$ cat src/rtl/seq_div.sv
// Sequential restoring divider: 2N-bit dividend / N-bit divisor, one quotient bit per clock.
// Uses a load rising-edge start and a ready_out handshake; flags divide-by-zero.
module seq_div #(
    parameter int unsigned N = 4
) (
    input  logic           clk,
    input  logic           rst_a,
    input  logic           load,
    input  logic [2*N-1:0] dividend,
    input  logic [N-1:0]   divisor,
    output logic [2*N-1:0] quotient,
    output logic [N-1:0]   remainder,
    output logic           ready_out,
    output logic           div_by_zero
);

    localparam int unsigned CntW = (2 * N > 1) ? $clog2(2 * N) : 1;
    localparam logic [CntW-1:0] LastCnt = CntW'(2 * N - 1);

    typedef enum logic [1:0] {
        StIdle,
        StBusy,
        StDone
    } state_e;

    state_e          state_q, state_d;
    logic            load_q;
    logic [2*N-1:0]  d_q, d_d;
    logic [N-1:0]    v_q, v_d;
    logic [N:0]      r_q, r_d;
    logic [2*N-1:0]  q_q, q_d;
    logic [CntW-1:0] cnt_q, cnt_d;
    logic [2*N-1:0]  quotient_q, quotient_d;
    logic [N-1:0]    remainder_q, remainder_d;
    logic            ready_q, ready_d;
    logic            dbz_q, dbz_d;

    logic            start;
    logic [N:0]      r_shift;
    logic            fits;
    logic [N:0]      r_iter;
    logic [2*N-1:0]  q_iter;

    // One restoring step; R' is one bit wider than V so the compare never overflows.
    always_comb begin
        start   = load & ~load_q;
        r_shift = {r_q[N-1:0], d_q[2*N-1]};
        fits    = (r_shift >= {1'b0, v_q});
        r_iter  = fits ? (r_shift - {1'b0, v_q}) : r_shift;
        q_iter  = {q_q[2*N-2:0], fits};
    end

    always_comb begin
        state_d     = state_q;
        d_d         = d_q;
        v_d         = v_q;
        r_d         = r_q;
        q_d         = q_q;
        cnt_d       = cnt_q;
        quotient_d  = quotient_q;
        remainder_d = remainder_q;
        ready_d     = ready_q;
        dbz_d       = dbz_q;

        unique case (state_q)
            StIdle, StDone: begin
                if (start) begin
                    if (divisor != '0) begin
                        state_d = StBusy;
                        d_d     = dividend;
                        v_d     = divisor;
                        r_d     = '0;
                        q_d     = '0;
                        cnt_d   = '0;
                        ready_d = 1'b0;
                        dbz_d   = 1'b0;
                    end else begin
                        state_d     = StDone;
                        quotient_d  = '1;
                        remainder_d = '0;
                        ready_d     = 1'b1;
                        dbz_d       = 1'b1;
                    end
                end
            end
            StBusy: begin
                d_d   = d_q << 1;
                r_d   = r_iter;
                q_d   = q_iter;
                cnt_d = cnt_q + CntW'(1);
                if (cnt_q == LastCnt) begin
                    state_d     = StDone;
                    quotient_d  = q_iter;
                    remainder_d = r_iter[N-1:0];
                    ready_d     = 1'b1;
                end
            end
            default: state_d = StIdle;
        endcase
    end

    always_ff @(posedge clk or posedge rst_a) begin
        if (rst_a) begin
            state_q     <= StIdle;
            load_q      <= 1'b0;
            d_q         <= '0;
            v_q         <= '0;
            r_q         <= '0;
            q_q         <= '0;
            cnt_q       <= '0;
            quotient_q  <= '0;
            remainder_q <= '0;
            ready_q     <= 1'b0;
            dbz_q       <= 1'b0;
        end else begin
            state_q     <= state_d;
            load_q      <= load;
            d_q         <= d_d;
            v_q         <= v_d;
            r_q         <= r_d;
            q_q         <= q_d;
            cnt_q       <= cnt_d;
            quotient_q  <= quotient_d;
            remainder_q <= remainder_d;
            ready_q     <= ready_d;
            dbz_q       <= dbz_d;
        end
    end

    assign quotient    = quotient_q;
    assign remainder   = remainder_q;
    assign ready_out   = ready_q;
    assign div_by_zero = dbz_q;

endmodule

$ cat config.mk
export PLATFORM = sky130hd
export DESIGN_NAME = seq_div
export DESIGN_NICKNAME = d
export VERILOG_FILES = /design/src/rtl/seq_div.sv
export SDC_FILE = /design/constraint.sdc
export NUM_CORES = 1
export LEC_CHECK = 0
export CORE_MARGIN = 10
export CORE_UTILIZATION = 57
export CTS_BUF_LIST = sky130_fd_sc_hd__clkbuf_16
export DETAILED_ROUTE_END_ITERATION = 8
export HOLD_SLACK_MARGIN = 0.15
export PLACE_DENSITY = 0.84
export SYNTH_ARGS = -nofsm -noshare
export SYNTH_HDL_FRONTEND = slang
export SYNTH_SLANG_ARGS = --single-unit
$ cat constraint.sdc
create_clock -name clk -period 3 [get_ports clk]
set_clock_uncertainty 0.15 [all_clocks]
set_input_delay 0.3 -clock clk [delete_from_list [all_inputs] [get_ports clk]]
set_output_delay 0.3 -clock clk [all_outputs]
set_load 0.05 [all_outputs]
# == Word level (Yosys, flattened, before mapping) ==
# Index checks and enable logic that the tools add are counted.
# totals
out_inout_bits,14
input_bits,15
wordCells,62
register_bits,43
# classes
mux,29
n_eq_ne,7
bitwise,2
addsub,2
magnitude_cmp,1
n_reduce_logical,10
# op_table
cell,n
$mux 8,5
$pmux 8 s2,2
$mux 4,6
$pmux 4 s2,2
$mux 7,2
$pmux 7 s2,1
$reduce_and 3->1,3
$ne 2x2->1 const B,4
$mux 2,3
$mux 3,2
$pmux 3 s2,1
$ge 5x4->1,1
$pmux 2 s2,1
$reduce_and 2->1,2
$reduce_and 4->1,1
$reduce_bool 4->1,1
$sub 4x4->4,1
$add 3x1->3 const B,1
$eq 3x3->1 const B,1
$mux 1,3
$eq 2x1->1 const B,1
$eq 2x2->1 const B,1
$logic_not 2->1,1
$pmux 1 s2,1
4 further kinds,4

# == Longest topological paths before layout ==
# Gate-level depths: netlist (run 1).
# depth
depth_word,4
mapped_depth,7
mapped_depth_nobuf,7

# == Least setup slack after synthesis (run 1) ==
# No wires, ideal clock.
# synth_path
path_type,reg2reg
from,register d_q[7]
to,register remainder_q[1] (netlist: remainder[1])
path_slack_ps,955
required_time_ps,2775
n_path_buf,0
t_arrival_ps,1820
synth_period_minus_slack_ps,2045
stages_incl_launch_ff,8
setup_time_ps,75
path_cell_list,dfrtp_1 -> inv_1 -> ha_1 -> nand2b_4 -> a2111o_1 -> and2_4 -> mux2_4 -> o21ai_2
# synth_via
elab_chain_len,4
elab_cells_between_ends,5
classes_between,add/sub: 1; order compare: 1; mux: 3
# synth_rtl
item,line,rtl
start: declaration,28,"logic [2*N-1:0] d_q, d_d;"
start signal: assignment,106,d_q <= '0;
start signal: assignment,118,d_q <= d_d;
$sub 4x4->4 / $ge 5x4->1 (equally long branches),"49, 48",
$mux 4 *,49,"r_iter = fits ? (r_shift - {1'b0, v_q}) : r_shift;"
$mux 4 *,91,if (cnt_q == LastCnt) begin
$pmux 4 s2 *,65,unique case (state_q)
end signal: assignment,124,remainder_q <= remainder_d;
end: declaration,34,"logic [N-1:0] remainder_q, remainder_d;"
# Every way passes the cells marked *; elsewhere a longest branch is shown, timed or not. The select of a mux whose other input is x is not followed.
# A chain may end at the register's enable or synchronous reset.

# == Final worst setup path (run 1) ==
# layout_path
from,register d_q[7]
to,register r_q[0]
# layout_via
elab_chain_len,3
elab_cells_between_ends,4
classes_between,add/sub: 1; order compare: 1; mux: 2
# layout_rtl
item,line,rtl
$sub 4x4->4 / $ge 5x4->1 (equally long branches),"49, 48",
$mux 4 *,49,
$pmux 4 s2 *,65,
end signal: assignment,120,r_q <= r_d;
end: declaration,30,"logic [N:0] r_q, r_d;"
# Every way passes the cells marked *; elsewhere a longest branch is shown, timed or not.

==> impl_metrics.csv, run 1 <==
group,metric,value,unit
route,wirelength,4405,um
clock_tree,clock-sinks,43,
synthesis,synth_warnings,0,
critical_path,slowest_delay,0.45,ns
critical_path,worstSetupStartpoint,"d_q[7]",
power,p_leak,1.079,nW
synthesis,synthFlopType,"dfrtp_1",
critical_path,crit_type,"reg -> reg",
flow_run,cap_violations,0,
final_layout,final_core_util,72.86,%
synthesis,synthTopCellsByArea,"dfrtp_1 (56%), nand2_1 (9.0%), o21ai_0 (5.7%)",
power,ir_drop,621.1,uV
timing,tightestPinTransition,1.262,ns
final_layout,fin_nets,243,
critical_path,reg2regPathDepth,7,
timing,fmax,439.6,MHz
timing,setup_viol,0,
synthesis,synth_common_cells,"nand2_1 (46), dfrtp_1 (43), o21ai_0 (22)",
critical_path,worstPathArrival,2.23,ns
placement,gp_congestion,0.8141,
synthesis,synth_most_common_cell,"nand2_1",
route,drc,0,
timing,final.setup.tns,0,ns
critical_path,r2r-start,"d_q[7]",
placement,io_buffers,28,
clock_tree,cts_root_buf,"clkbuf_16",
synthesis,synth.avg_cell_area,9.964,um2
floorplanning,rows,21,
clock_tree,ctsHoldBuffers,0,
grt,grt_usage,14.85,%
placement,place_ws,0.4891,ns
critical_path,cp-start-kind,"flip-flop",
route,vias_per_cell,5.657,
power,powerDensity,1345,nW/um2
final_layout,area.growth.synth_to_final,25.44,%
critical_path,crit_path_top_delay_cell,"a2111o_1",
critical_path,critPathCaptureType,"flip-flop",
timing,min_period_over_period,75.82,%
route,ant_nets,0,
floorplanning,ios,29,
synthesis,syn_nets,215,
hold_path,hold_path_class,"in -> async",
critical_path,required,2.96,ns
synthesis,async_reset_ff_share,100.0,%
grt,grt_pass1_vias,1574,
clock_tree,clk_pin_slew_worst_paths,0.06,ns
route,drt_iter0_drc,179,
grt,grt_pass1_wl,7334,um
timing,whs,0.2953,ns
timing,rsz0062_at_grt,"no",
critical_path,r2r_slack,0.73,ns
final_layout,fillCellCount,261,
timing,hold_violations,0,
synthesis,synth_cell_types,37,
clock_tree,cts_buffers,5,
final_layout,final_cells,268,
synthesis,yosysTopAreaCellShare,55.95,%
grt,antenna_found_initial,0,
final_layout,layout-drive-gt1-share,9.009,%
synthesis,syn_inst,193,
synthesis,syn_area,1923,um2
grt,grt.overflow.total,0,
clock_tree,clk-insertion-delay-late,0.28,ns
floorplanning,die_area,6097,um2
critical_path,crit_family,"compound AO/OA/AOI/OAI gates",
timing,layout_min_cycle_time,2.275,ns
timing,finalWorstSetupSlack,0.7253,ns
synthesis,ys_ff_latch,43,
floorplanning,core_area,3311,um2
run_status,outcome,"finished clean",
floorplanning,die_h,78.09,um
floorplanning,die_w,78.09,um
timing,slew_headroom,15.89,%
clock_tree,postCtsSetupBuffers,0,
final_layout,diodes,0,
synthesis,synth_top_area_cell,"dfrtp_1",
synthesis,synth_edf_count,0,
critical_path,worst-path-buf-inv,1,
critical_path,cp_max_fo,4,
route,via_count,1516,
critical_path,path_cells,"inv_1 -> ha_1 -> nand2b_4 -> a2111o_1 -> and2_4 -> o21ai_0 -> o21ai_0",
critical_path,path_common_cell,"o21ai_0",
placement,place_hpwl,3036,um
placement,dp.cells,260,
clock_tree,post_cts_resized,0,
clock_tree,cts_tree,"built",
route,drt_pre_antenna_iters,4,
timing,maxSlewViolCount,0,
critical_path,worstReg2RegEnd,"r_q[0]",
grt,grt_max_degree,44,
route,wl_per_cell,16.44,um
floorplanning,start_util,58.09,%
clock_tree,h-tree-depth,2,
synthesis,ys_seq_area_share,55.95,%
clock_tree,clock_path_buffers,2,
==> layer usage <==
metal | vias up | global-route usage, % | part of all wire, %
met2 | 41 | 25.82 | 52
met4 | 0 | 5.018 | 1.5
met1 | 749 | 16.22 | 39
li1 | 717 | - | -
met5 | - | 0 | 0
met3 | 9 | 5.695 | 6.8
==> power by group <==
group	internal, mW	leakage, nW	switching (mW)
clock	0.388	0.0812	0.214
combinational	0.622	0.477	0.994
sequential	0.852	0.521	0.174
==> layout make-up <==
class	count	area [um2]	area share, %
sequential	43	1076	44.61
multi-input combinational	133	785.8	32.57
timing repair buffer	31	302.8	12.55
clock buffer	5	125.1	5.187
tap	46	57.56	2.386
clock inverter	3	38.79	1.608
inverter	7	26.28	1.089
==> worst max path at each step <==
| stage | cells past startpoint | end |
|---|---|---|
| 2_1_floorplan | 7 | remainder[1] |
| 3_3_place_gp | 5 | d_q[1] |
| 3_5_place_dp | 5 | d_q[7] |
| 4_1_cts | 7 | r_q[0] |
| 5_1_grt | 7 | r_q[0] |
| 6_report | 7 | r_q[0] |
==> kinds of logic after synthesis <==
| group | synth area share (%) |
|---|---|
| adders and majority gates | 4.945 |
| AOI/OAI and AO/OA | 15.75 |
| muxes | 1.301 |
| buffers and inverters | 3.448 |
| DFF | 55.95 |
| and+or+nand+nor | 17.70 |
| xor gates and xnor gates | 0.9110 |
==> registers in the layout, indices dropped and copies added (netlist names) <==
name	flops
cnt_q	3
d_q	8
div_by_zero	1
load_q	1
q_q	7
quotient	8
r_q	4
ready_out	1
remainder	4
state_q	2
v_q	4
==> layout by cell type, fill, tap and decap left out, drive strengths merged, types with 2 or more instances in the layout <==
cell type      instances
o21ai                 24
clkbuf                 5
a21oi                  3
o22a                   8
buf                    3
nor2                   8
ha                     6
a31oi                  7
nand2                 46
nand3                  7
nor3                   2
nand2b                 4
clkdlybuf4s50         28
clkinv                 2
and2                   2
inv                    7
dfrtp                 43
or2                    2
==> per-stage QoR <==
stage	power [mW]	instance area [um2]
finish	3.244	2412
global placement	2.526	2248
detailed placement	2.631	2248
CTS	3.250	2412
global route	3.445	2412
floorplan	2.160	1923
==> worst reg2reg max path: stages (launching register included) <==
cell and delay [ns]:
dfrtp_1 0.38, inv_1 0.06, ha_1 0.33, nand2b_4 0.15, a2111o_1 0.45, and2_4 0.18, o21ai_0 0.26, o21ai_0 0.14
(Power assumes the default switching activity.)
==> run 2, diff against run 1 <==
Settings changed: CORE_UTILIZATION 57 to 53, PLACE_DENSITY 0.84 to 0.78.
Clock period 3 ns to 2.1 ns, I/O delays scaled along.
==> impl_metrics.csv, run 2 (synthesis gave the netlist of run 1 again) <==
group,metric,value,unit
run_status,outcome,"finished clean",
final_layout,fillCellCount,252,
floorplanning,ios,29,
route,wl_met2,2239,um
critical_path,r2r_slack,0.06,ns
final_layout,diodes,0,
critical_path,reg2regPathDepth,7,
route,wirelength,4251,um
grt,grt_max_degree,44,
timing,tightestPinTransition,0.5284,ns
power,p_leak,1.141,nW
route,ant_nets,0,
clock_tree,cts_root_buf,"clkbuf_16",
timing,whs,0.2170,ns
placement,gp_congestion,0.8332,
clock_tree,clk-insertion-delay-late,0.28,ns
grt,antenna_found_initial,0,
placement,place_hpwl,3106,um
timing,layout_min_cycle_time,2.042,ns
timing,rsz0062_at_grt,"no",
critical_path,crit_type,"reg -> reg",
final_layout,mostFrequentLayoutCell,"nand2_1",
floorplanning,rows,21,
placement,dp.cells,270,
placement,io_buffers,28,
timing,fmax,489.7,MHz
clock_tree,clk_pin_slew_worst_paths,0.06,ns
timing,min_period_over_period,97.24,%
critical_path,cp_max_fo,4,
floorplanning,die_h,80.24,um
route,top_layer,"met4",
critical_path,worstSetupStartpoint,"d_q[7]",
hold_path,hold_path_class,"in -> async",
grt,grt_usage,14.23,%
clock_tree,cts_tree,"built",
route,drc,0,
route,via_count,1514,
final_layout,final_cells,281,
route,vias_per_cell,5.388,
final_layout,layout-drive-gt1-share,14.47,%
final_layout,fin_nets,256,
final_layout,area.growth.synth_to_final,31.23,%
final_layout,final_core_util,73.88,%
final_layout,most-common-layout-cells,"nand2_1 (46), dfrtp_1 (43), clkdlybuf4s50_1 (28)",
floorplanning,core_area,3416,um2
route,drt_iter0_drc,123,
clock_tree,cts_buffers,5,
grt,grt.overflow.total,0,
critical_path,critPathCaptureType,"flip-flop",
critical_path,required,2.16,ns
critical_path,worstPathArrival,2.10,ns
clock_tree,h-tree-depth,2,
critical_path,r2r-start,"d_q[7]",
route,dr_wl_met3,176,um
clock_tree,clock_path_buffers,2,
timing,hold_violations,0,
power,total_power,4.786,mW
grt,grt_pass1_wl,7245,um
timing,slew_headroom,64.77,%
clock_tree,clock-sinks,43,
timing,setup_viol,0,
floorplanning,die_area,6438,um2
critical_path,cp-start-kind,"flip-flop",
floorplanning,die_w,80.24,um
route,wl_per_cell,15.13,um
grt,grt_pass1_vias,1597,
critical_path,worstReg2RegEnd,"remainder[1]",
flow_run,cap_violations,0,
floorplanning,start_util,56.30,%
power,ir_drop,751.1,uV
timing,maxSlewViolCount,0,
route,drt_pre_antenna_iters,4,
power,powerDensity,1897,nW/um2
route,m1WireLength,1784,um
[run 2: cell count changes in the layout (fill, tap and decap cells not counted)]
cell,before,now
o21ai_0,22,20
a221oi_1,1,0
a221oi_2,0,1
buf_4,3,16
nor3_1,1,2
ha_4,0,1
o21ai_1,0,2
ha_1,6,5
nor3_2,1,0
[run 2: per-stage QoR]
stage | setup TNS [ns] | setup WS (ns) | cell area [um2]
after detailed placement | -0.06344 | -0.03188 | 2318
after floorplan | 0 | 0.05545 | 1923
after global routing | 0 | 0.01218 | 2524
after CTS | 0 | 0.003580 | 2489
final | 0 | 0.05802 | 2524
after global placement | 0 | 0.03981 | 2318
[run 2: area by class of cell]
| type | count | area, um2 | area share (%) |
|---|---|---|---|
| Sequential cell | 43 | 1076 | 42.64 |
| Multi-Input combinational cell | 133 | 799.5 | 31.68 |
| Timing Repair Buffer | 44 | 400.4 | 15.87 |
| Clock buffer | 5 | 125.1 | 4.958 |
| Tap cell | 46 | 57.56 | 2.281 |
| Clock inverter | 3 | 38.79 | 1.537 |
| Inverter | 7 | 26.28 | 1.041 |
[run 2: power by group]
group          internal (mW)  total, mW  switching [mW]
sequential              1.22       1.46           0.241
combinational           1.03       2.48            1.45
clock                  0.554      0.845           0.291
[run 2: worst max-delay path: stages (launching register included)]
cell and delay (ns):
dfrtp_1 0.38, inv_1 0.09, ha_4 0.21, nand2b_4 0.13, a2111o_1 0.40, and2_4 0.18
mux2_4 0.31, o21ai_2 0.13
[run 2: what timing repair did]
item,in CTS,in global routing
buffers inserted,0,3
resized for setup,1,3
endpoints found under the hold margin,0,0
hold buffers,0,0
setup endpoints to repair,6,7
pin swaps,1,0
[run 2: worst max path at each step]
stage | endpoint | slack, ns
CTS | remainder[1] | 0.004
global placement | remainder[1] | 0.04
detailed placement | remainder[1] | -0.03
floorplan | remainder[1] | 0.06
finish | remainder[1] | 0.06
global route | remainder[1] | 0.01
[run 2: routing by layer]
metal / GRT usage (%) / up-vias
li1: - / 741
met5: 0 / -
met3: 4.677 / 6
met1: 15.50 / 740
met2: 25.20 / 27
met4: 4.930 / 0
==> run 3, diff against run 2 <==
Settings changed: CTS_CLUSTER_SIZE from default to 20.
==> results of run 3 <==
The final DEF is identical to that of run 2; final timing and power are the same.
==> RTL change, RTL diff (config.mk and constraints of run 3) <==
Take the reset off `q_q` and load it in a clocked block of its own.
--- a/src/rtl/seq_div.sv
+++ b/src/rtl/seq_div.sv
@@ -108,3 +108,2 @@
             r_q         <= '0;
-            q_q         <= '0;
             cnt_q       <= '0;
@@ -120,3 +119,2 @@
             r_q         <= r_d;
-            q_q         <= q_d;
             cnt_q       <= cnt_d;
@@ -127,2 +125,6 @@
         end
+    end
+
+    always_ff @(posedge clk) begin
+        q_q <= q_d;
     end
Check against the original RTL: same outputs for any inputs over 10 cycles, from zero or initial values and one cycle with rst_a high; that may be too few to reach the edited logic, so the function may still have changed.
==> RTL change against run 3 <==
- non-clock buffer count down 10
- sequential cell count unchanged
- synthesized area up 2.7%
- setup slack better by 67 ps
- sequential power up 5%
- cell area down 1.9%
- count of clock-buffer cells in the layout unchanged
- routed wire length up 4.6%
- combinational power down 6%
- power down 3.8%
==> RTL change: results (changes against run 3) <==
| Metric | Value |
|---|---|
| GR Layer Usage met2 | 24.84% (-0.36 points) |
| Post-synthesis sequential area ratio | 56.27% (+0.32 points) |
| Biggest fanout along the worst timing path | 5 (+1) |
| Total nets after synthesis | 208 (-3.3%) |
| Run status | complete, no violations |
| Layout cell share with drive strength beyond 1 | 8.636% (-5.8 points) |
| Async set-reset flop share out of synthesis | 83.72% (-16 points) |
| Number of global-route vias before repair | 1,628 (+1.9%) |
| Number of placed instances with taps included | 260 (-3.7%) |
| Slew HR | 48.87% (-16 points) |
| Filler cells | 305 (+21%) |
| Post-DR vias/cell | 5.646 (+4.8%) |
| Worst slack at placement | 49.15 ps (+81.03 ps) |
| Number of different library cells in the post-synthesis netlist | 41 (+11%) |
| # resized after CTS | 0 (-1) |
| Post-synthesis average cell area | 10.62 sq um (+6.5%) |
| Power drawn by the sequential cells | 1.54 mW (+5%) |
| Dominant cells by area after synthesis | dfrtp_1 46%, edfxtp_1 11%, nand2_1 6.1%, ha_1 3.8%, o22a_1 3.5% |
| IR Drop Worst-Case VDD | 0.0008309 V (+11%) |
| Met1 GRT Util | 17.61% (+2.1 points) |
| Cell family with the largest share of critical-path delay | simple AND/OR/NAND/NOR gates |
| Placed inst area | 2316 sq um (-0.11%) |
| Leakage power | 1.063 nW (-6.8%) |
| Global-route track usage on met3 | 3.863% (-0.81 points) |
| Slowest-stage cell, CP | dfrtp_1 |
| Number of nets at the end of the flow | 241 (-5.9%) |
| Average routed wire per standard cell | 16.59 microns (+9.7%) |
| Largest net degree at the start of global routing | 37 (-16%) |
| Total internal power | 2.610 mW (-6.9%) |
| Ratio of total power to cell area | 1861 nW/um^2 (-1.9%) |
| Post-synth top cells | 36 x dfrtp_1, 32 x nand2_1, 10 x o21ai_0 |
| Wire length of the first global-routing pass | 7.659 mm (+5.7%) |
| Vias | 1,513 (-0.066%) |
| Comb. pwr | 2.32 mW (-6%) |
RTL change: cell types whose count changed after synthesis, moves of 3 or more:
cell,before,now
nand2_1,46,32
o21ai_0,22,10
dfrtp_1,43,36
edfxtp_1,0,7
o31ai_1,0,6
and2_1,1,6
a21oi_1,3,7
clkbuf_1,7,4
nand3_1,7,4
RTL change: cells by family (layout without fill, tap and decap cells):
kind of cell / count (synthesis) / in the layout / share of synthesized area (%)
AO/OA/AOI/OAI: 48 / 48 / 16.03
flip-flops: 43 / 43 / 56.27
XOR/XNOR: 1 / 1 / 0.4437
AND/OR/NAND/NOR: 71 / 71 / 18.70
buffers and inverters: 16 / 50 / 3.739
adder cells (fa/ha/maj): 7 / 7 / 4.816
RTL change: worst paths after layout:
kind	from	endpoint	slack [ps]	depth (start not counted)
min in group clk	load	load_q$_DFF_PP0_	300	1
setup reg to reg	r_q[1]$_DFFE_PP0P_	remainder[0]$_DFFE_PP0P_	130	5
hold reg to reg	remainder[1]$_DFFE_PP0P_	remainder[1]$_DFFE_PP0P_	330	2
hold / removal	rst_a	quotient[1]$_DFFE_PP0P_	180	3
setup / recovery	r_q[1]$_DFFE_PP0P_	remainder[0]$_DFFE_PP0P_	130	5
max in group asynchronous	rst_a	d_q[2]$_DFFE_PP0P_	1290	3
RTL change: per-layer routing:
layer  part of all wire, %  vias up
met5                     0        -
met4                   2.1        0
met3                   3.4        7
met2                    51       34
met1                    44      748
li1                      -      724
RTL change: final cells by class:
cell class                 instances  area (sq um)  area share, %
sequential                        43          1111          44.87
multi-input combinational        127         808.3          32.64
timing repair buffer              34         325.3          13.14
clock buffer                       5         125.1          5.053
tap                               48         60.06          2.425
inverter                           8         30.03          1.213
clock inverter                     3         16.27         0.6569
